File: src/rtl/ahb_slave_mem_if.sv
// AHB bus bundle between the master and the memory-backed slave.
interface ahb_slave_mem_if;
    logic        HSEL;
    logic [31:0] HADDR;
    logic        HWRITE;
    logic [2:0]  HSIZE;
    logic [1:0]  HTRANS;
    logic [2:0]  HBURST;
    logic [31:0] HWDATA;
    logic        HREADY;
    logic [31:0] HRDATA;
    logic        HRESP;

    modport master (
        output HSEL, HADDR, HWRITE, HSIZE, HTRANS, HBURST, HWDATA,
        input  HREADY, HRDATA, HRESP
    );

    modport slave (
        input  HSEL, HADDR, HWRITE, HSIZE, HTRANS, HBURST, HWDATA,
        output HREADY, HRDATA, HRESP
    );
endinterface

File: src/rtl/ahb_slave_mem.sv
// Memory-backed AHB slave: 1 + WAIT_STATES data-phase cycles, two-cycle ERROR for illegal accesses.
// Optional AHB_SLAVE_BURST_CHECK_EN validates SEQ beat addresses against the expected burst sequence.
module ahb_slave_mem #(
    parameter int          MEM_AW      = 6,
    parameter logic [31:0] BASE_ADDR   = 32'h0000_0000,
    parameter int          WAIT_STATES = 0
) (
    input logic           CLK_SLAVE,
    input logic           RESET_SLAVE,
    ahb_slave_mem_if.slave bus
);
    typedef enum logic [2:0] {S_IDLE, S_WAIT, S_DATA, S_ERR1, S_ERR2} state_t;

    localparam logic [32:0] END_ADDR = {1'b0, BASE_ADDR} + (33'd4 << MEM_AW);
    localparam logic [3:0]  WS       = 4'(WAIT_STATES);

    state_t      state_q, state_d;
    logic [3:0]  cnt_q, cnt_d;
    logic [31:0] addr_q, addr_d;
    logic        write_q, write_d;
    logic [2:0]  size_q, size_d;
    logic [31:0] hrdata_q, hrdata_d;
    logic [31:0] mem_q [0:(1<<MEM_AW)-1];

    logic              hready, hresp, bad;
    logic [3:0]        wr_be, lanes;
    logic [MEM_AW-1:0] idx;
    logic [31:0]       rd_word;

    assign idx     = MEM_AW'((addr_q - BASE_ADDR) >> 2);
    assign rd_word = mem_q[idx];

`ifdef AHB_SLAVE_BURST_CHECK_EN
    logic [2:0]  burst_q, burst_d;
    logic        exp_vld_q, exp_vld_d;
    logic [31:0] exp_addr, step, wmask;

    // Next beat address of the burst in flight; WRAP bursts fold inside a beats*size aligned window.
    always_comb begin
        step  = 32'd1 << size_q;
        wmask = '0;
        case (burst_q)
            3'd2:    wmask = (step << 2) - 32'd1;
            3'd4:    wmask = (step << 3) - 32'd1;
            3'd6:    wmask = (step << 4) - 32'd1;
            default: wmask = '0;
        endcase
        if (wmask == '0) exp_addr = addr_q + step;
        else             exp_addr = (addr_q & ~wmask) | ((addr_q + step) & wmask);
    end
`endif

    always_comb begin
        bad = ({1'b0, bus.HADDR} < {1'b0, BASE_ADDR}) ||
              ({1'b0, bus.HADDR} >= END_ADDR) ||
              (bus.HSIZE > 3'd2) ||
              (bus.HSIZE == 3'd1 && bus.HADDR[0]) ||
              (bus.HSIZE == 3'd2 && bus.HADDR[1:0] != 2'b00);
`ifdef AHB_SLAVE_BURST_CHECK_EN
        if (bus.HTRANS == 2'b11 && (!exp_vld_q || bus.HADDR != exp_addr)) bad = 1'b1;
`endif
    end

    always_comb begin
        case (size_q)
            3'd0:    lanes = 4'b0001 << addr_q[1:0];
            3'd1:    lanes = addr_q[1] ? 4'b1100 : 4'b0011;
            default: lanes = 4'b1111;
        endcase
    end

    always_comb begin
        state_d  = state_q;
        cnt_d    = cnt_q;
        addr_d   = addr_q;
        write_d  = write_q;
        size_d   = size_q;
        hrdata_d = hrdata_q;
        hready   = 1'b1;
        hresp    = 1'b0;
        wr_be    = 4'b0000;
`ifdef AHB_SLAVE_BURST_CHECK_EN
        burst_d   = burst_q;
        exp_vld_d = exp_vld_q;
`endif
        case (state_q)
            S_WAIT: begin
                hready = 1'b0;
                if (cnt_q <= 4'd1) state_d = S_DATA;
                else               cnt_d   = cnt_q - 4'd1;
            end
            S_DATA: begin
                if (write_q) wr_be    = lanes;
                else         hrdata_d = rd_word;
            end
            S_ERR1: begin
                hready  = 1'b0;
                hresp   = 1'b1;
                state_d = S_ERR2;
            end
            S_ERR2:  hresp = 1'b1;
            S_IDLE:  ;
            default: state_d = S_IDLE;
        endcase

        // Any ready cycle closes the current phase and may open the next one (pipelined accept).
        if (hready) begin
            state_d = S_IDLE;
`ifdef AHB_SLAVE_BURST_CHECK_EN
            if (!bus.HSEL || bus.HTRANS == 2'b00) exp_vld_d = 1'b0;
`endif
            if (bus.HSEL && bus.HTRANS[1]) begin
                addr_d  = bus.HADDR;
                write_d = bus.HWRITE;
                size_d  = bus.HSIZE;
                cnt_d   = WS;
`ifdef AHB_SLAVE_BURST_CHECK_EN
                burst_d   = bus.HBURST;
                exp_vld_d = !bad;
`endif
                if (bad)           state_d = S_ERR1;
                else if (WS != '0) state_d = S_WAIT;
                else               state_d = S_DATA;
            end
        end
    end

    always_ff @(posedge CLK_SLAVE or posedge RESET_SLAVE) begin
        if (RESET_SLAVE) begin
            state_q  <= S_IDLE;
            cnt_q    <= '0;
            addr_q   <= '0;
            write_q  <= 1'b0;
            size_q   <= '0;
            hrdata_q <= '0;
`ifdef AHB_SLAVE_BURST_CHECK_EN
            burst_q   <= '0;
            exp_vld_q <= 1'b0;
`endif
        end else begin
            state_q  <= state_d;
            cnt_q    <= cnt_d;
            addr_q   <= addr_d;
            write_q  <= write_d;
            size_q   <= size_d;
            hrdata_q <= hrdata_d;
`ifdef AHB_SLAVE_BURST_CHECK_EN
            burst_q   <= burst_d;
            exp_vld_q <= exp_vld_d;
`endif
        end
    end

    // Storage is deliberately not reset; reset forces IDLE so no write can land.
    always_ff @(posedge CLK_SLAVE) begin
        for (int b = 0; b < 4; b++) begin
            if (wr_be[b]) mem_q[idx][8*b +: 8] <= bus.HWDATA[8*b +: 8];
        end
    end

    assign bus.HREADY = hready;
    assign bus.HRESP  = hresp;
    assign bus.HRDATA = (state_q == S_DATA && !write_q) ? rd_word : hrdata_q;
endmodule

File: src/flat_wrapper.sv
// flat-port wrapper written by rule: the top's interface ports become plain ports
module ahb_slave_mem_flat 
#(
    parameter int          MEM_AW      = 6,
    parameter logic [31:0] BASE_ADDR   = 32'h0000_0000,
    parameter int          WAIT_STATES = 0
)
  (CLK_SLAVE, RESET_SLAVE, bus_HSEL, bus_HADDR, bus_HWRITE, bus_HSIZE, bus_HTRANS, bus_HBURST, bus_HWDATA, bus_HREADY, bus_HRDATA, bus_HRESP);
  ahb_slave_mem_if bus_i ();
  input logic CLK_SLAVE;
  input logic RESET_SLAVE;
  input wire logic [$bits(bus_i.HSEL)-1:0] bus_HSEL;
  input wire logic [$bits(bus_i.HADDR)-1:0] bus_HADDR;
  input wire logic [$bits(bus_i.HWRITE)-1:0] bus_HWRITE;
  input wire logic [$bits(bus_i.HSIZE)-1:0] bus_HSIZE;
  input wire logic [$bits(bus_i.HTRANS)-1:0] bus_HTRANS;
  input wire logic [$bits(bus_i.HBURST)-1:0] bus_HBURST;
  input wire logic [$bits(bus_i.HWDATA)-1:0] bus_HWDATA;
  output wire logic [$bits(bus_i.HREADY)-1:0] bus_HREADY;
  output wire logic [$bits(bus_i.HRDATA)-1:0] bus_HRDATA;
  output wire logic [$bits(bus_i.HRESP)-1:0] bus_HRESP;
  assign bus_i.HSEL = bus_HSEL;
  assign bus_i.HADDR = bus_HADDR;
  assign bus_i.HWRITE = bus_HWRITE;
  assign bus_i.HSIZE = bus_HSIZE;
  assign bus_i.HTRANS = bus_HTRANS;
  assign bus_i.HBURST = bus_HBURST;
  assign bus_i.HWDATA = bus_HWDATA;
  assign bus_HREADY = bus_i.HREADY;
  assign bus_HRDATA = bus_i.HRDATA;
  assign bus_HRESP = bus_i.HRESP;
  ahb_slave_mem #(.MEM_AW(MEM_AW), .BASE_ADDR(BASE_ADDR), .WAIT_STATES(WAIT_STATES)) u_core (.CLK_SLAVE(CLK_SLAVE), .RESET_SLAVE(RESET_SLAVE), .bus(bus_i));
endmodule
File: config.mk
export PLATFORM = sky130hd
export DESIGN_NAME = ahb_slave_mem_flat
export DESIGN_NICKNAME = d
export VERILOG_FILES = /design/src/rtl/ahb_slave_mem_if.sv /design/src/rtl/ahb_slave_mem.sv /design/src/flat_wrapper.sv
export SDC_FILE = /design/constraint.sdc
export NUM_CORES = 2
export LEC_CHECK = 0
export CORE_MARGIN = 3
export CORE_UTILIZATION = 40
export CTS_CLUSTER_DIAMETER = 50
export DETAILED_ROUTE_END_ITERATION = 8
export SLEW_MARGIN = 20
export SYNTH_ARGS = -nofsm -noshare
export SYNTH_HDL_FRONTEND = slang
export SYNTH_SLANG_ARGS = --single-unit
File: constraint.sdc
create_clock -name CLK_SLAVE -period 7.41 [get_ports CLK_SLAVE]
set_input_delay 1.1115 -clock CLK_SLAVE [delete_from_list [all_inputs] [get_ports CLK_SLAVE]]
set_output_delay 1.1115 -clock CLK_SLAVE [all_outputs]
set_load 0.01 [all_outputs]
==> impl_metrics.json <==
{
  "synth_edf_count": 2048,
  "slew_headroom": 0.1680,
  "track_usage": 0.2485,
  "fill_cells": 17270,
  "hold_viol": 0,
  "crit_path_start_kind": "flop",
  "grt_pass1_wl_um": 364700,
  "crit_path_cell_trace": "and2_2 -> buf_4 -> a221o_1 -> a222oi_1 -> o21ai_0 -> o32a_1 -> clkdlybuf4s50_1",
  "tightest_slew_ns": 1.243,
  "antenna_left": 0,
  "dpl_cell_area_mm2": 0.08545,
  "grt.busiest_layer": "met2",
  "grt_overflow": 0,
  "clock_sinks": 2099,
  "skew_ns": 0.05779,
  "p_switching_mw": 11.70,
  "start_util": 0.4029,
  "clk_pin_slew_worst_paths_ns": 0.06,
  "rows": 165,
  "combPwrFrac": 0.298,
  "grt_start_max_net_pins": 84,
  "crit_family": "compound AO/OA/AOI/OAI gates",
  "cts_setup_buffers": 0,
  "yosysSeqAreaShare": 0.7701,
  "setup_viol_count_final": 0,
  "critPathBufInv": 2,
  "rsz0062_at_grt": "no",
  "ys_warn_count": 0,
  "drc": 0,
  "path_max_fanout": 37,
  "fin_crit_sh": 0.8697,
  "ys_ff_latch": 2099,
  "dieArea_mm2": 0.2093,
  "grt_pass1_vias": 44874,
  "grt_use_met2": 0.3690,
  "area_growth_pct": 13.11,
  "antenna_found_initial": 19,
  "async_reset_ff_frac": 0.02430,
  "drive_gt1_frac": 0.1775,
  "p_leak_nw": 28.34,
  "synth_cell_types": 66,
  "cap_violations": 0,
  "cts.htree.levels": 4,
  "p_int_mw": 22.22,
  "globalplace.congestion": 0.8652,
  "syn_avg_cell_area_um2": 18.20,
  "fp.dieH_um": 457.4,
  "final_max_slew_viol_count": 0,
  "wirelength_um": 264800,
  "synth_flop_cell": "edfxtp_1",
  "status": "completed",
  "vias_per_cell": 6.267,
  "stdcell_count": 7496,
  "final_area_mm2": 0.09221,
  "clkLatencyLatePin_ns": 0.88,
  "ir_worst_vdd_v": 0.0003411,
  "hold_buffers": 0,
  "wl_per_cell_um": 35.32,
  "sequentialPowerShare": 0.398,
  "die_w_um": 457.4,
  "use_met3": 0.07817,
  "p_clk_frac": 0.304,
  "drtIter0Drc": 7532,
  "setup.worst_path.class": "reg -> out",
  "cts_resized": 0,
  "cts_buffers": 214,
  "core_area_mm2": 0.2023,
  "post-place-cells": 7074,
  "dp_hpwl_um": 157000,
  "clk_path_buf_depth": 3,
  "io_buffers": 105,
  "num_io_pins": 110,
  "vias": 46978,
  "fin_setup_tns_ns": 0,
  "worstPathRequired_ns": 6.30,
  "cp-end-kind": "primary output",
  "netlist_area_mm2": 0.08152,
  "fmax_mhz": 155.2,
  "p_per_area_mw_per_mm2": 367.8,
  "arrival_ns": 5.33,
  "worst_path_largest_cell_delay_ns": 1.00,
  "finalCriticalPeriod_ns": 6.445,
  "p_sw_frac": 0.3449,
  "hold_class": "reg -> reg",
  "syn_inst": 4478,
  "final_nets": 4696,
  "clockRootBuffer": "clkbuf_16",
  "syn_nets": 4556,
  "met1_usage": 0.3343,
  "firstDrtPassIters": 6,
  "slowest_stage": "and2_2",
  "cts_tree": "built"
}
## metal layers
layer	share of wire	wire length, µm
met2	0.45	118300
met1	0.38	101400
met4	0.049	13080
met5	0.00024	64
met3	0.12	31840
## cells by family after synthesis
| family | count (synthesis) | synth area share |
|---|---|---|
| buffers and inverters | 319 | 0.02032 |
| multiplexers | 521 | 0.09533 |
| adder cells (fa/ha/maj) | 2 | 0.0003069 |
| XOR/XNOR | 3 | 0.0003224 |
| flip-flops | 2099 | 0.7701 |
| AND/OR/NAND/NOR | 640 | 0.03278 |
| AO/OA/AOI/OAI | 894 | 0.08087 |
## cells in the mapped netlist (all sizes together) (28+ instances only)
library cell	n	area (µm²)
mux4	188	4234
a22oi	159	1194
mux2i	170	1702
a221o	28	280.3
a221oi	227	1994
dfrtp	51	1276
o21ai	123	615.6
nor2	379	1425
edfxtp	2048	61500
a22o	33	289.0
buf	197	1199
nand2	166	623.1
clkbuf	114	427.9
o22ai	92	575.6
a21oi	99	495.5
mux2	163	1836
## path summary, 6_finish.rpt
path / start / to / slack, ns / cells after the start
worst min register to register: u_core.size_q[2] / u_core.size_q[2] / 0.51 / 1
worst min-delay path: u_core.size_q[2] / u_core.size_q[2] / 0.51 / 1
worst max-delay path: u_core.addr_q[2] / bus_HRDATA[17] / 0.97 / 7
min in group asynchronous: RESET_SLAVE / u_core.addr_q[0] / 0.86 / 3
max in group asynchronous: RESET_SLAVE / u_core.addr_q[3] / 5.73 / 3
worst max register to register: u_core.addr_q[4] / u_core.mem_q[14][15] / 2.60 / 5
## final cells by class
| class | count | area, µm² | area share |
|---|---|---|---|
| flip-flops and latches | 2099 | 62790 | 0.6809 |
| clock buffers | 281 | 5657 | 0.06135 |
| multi-input cells | 2060 | 17250 | 0.1871 |
| repair buffers | 235 | 2067 | 0.02242 |
| clock inverters | 118 | 1003 | 0.01088 |
| diodes | 23 | 57.56 | 0.0006242 |
| well taps | 2672 | 3343 | 0.03626 |
| inverters | 8 | 41.29 | 0.0004478 |
## flip-flops by register name, indices dropped and copies added, names as in the netlist
register and cells:
u_core.write_q 1, u_core.state_q 3, u_core.hrdata_q 32, u_core.addr_q 8, u_core.size_q 3, u_core.cnt_q 4
u_core.mem_q 2048
## power groups by stage
stage | combinational, mW | sequential [mW] | clock [mW]
global placement | 9.86 | 13.7 | 0
floorplan | 5.64 | 13.6 | 0
finish | 10.1 | 13.5 | 10.3
detailed placement | 9.88 | 13.7 | 0
CTS | 9.91 | 13.5 | 10.4
global route | 10.3 | 13.5 | 10.9
## cell usage in the layout (no fill, tap or decap), types with 21 or more instances in the layout
cell type	n
mux2_2	161
a22oi_1	159
o22ai_1	92
a221o_1	28
clkdlybuf4s50_1	73
mux2i_1	170
edfxtp_1	2048
o21ai_0	123
clkbuf_1	62
nor2_1	369
o32a_1	21
clkbuf_16	214
a22o_1	33
a21oi_1	99
clkinv_1	44
clkinv_2	40
diode_2	23
a221oi_1	226
buf_4	132
dfrtp_1	48
nand2_1	162
mux4_2	188
## per-stage QoR
stage / hold slack (ns) / util / setup WS, ns / power (mW)
3_3_place_gp: 0.4941 / 0.4223 / 1.969 / 23.57
4_1_cts: 0.5128 / 0.4553 / 0.9910 / 33.76
6_report: 0.5097 / 0.4558 / 0.9654 / 33.92
5_1_grt: 0.5166 / 0.4555 / 0.9515 / 34.70
3_5_place_dp: 0.5001 / 0.4224 / 1.916 / 23.60
2_1_floorplan: 0.4814 / - / 4.125 / 19.20
(Power assumes the default switching activity.)
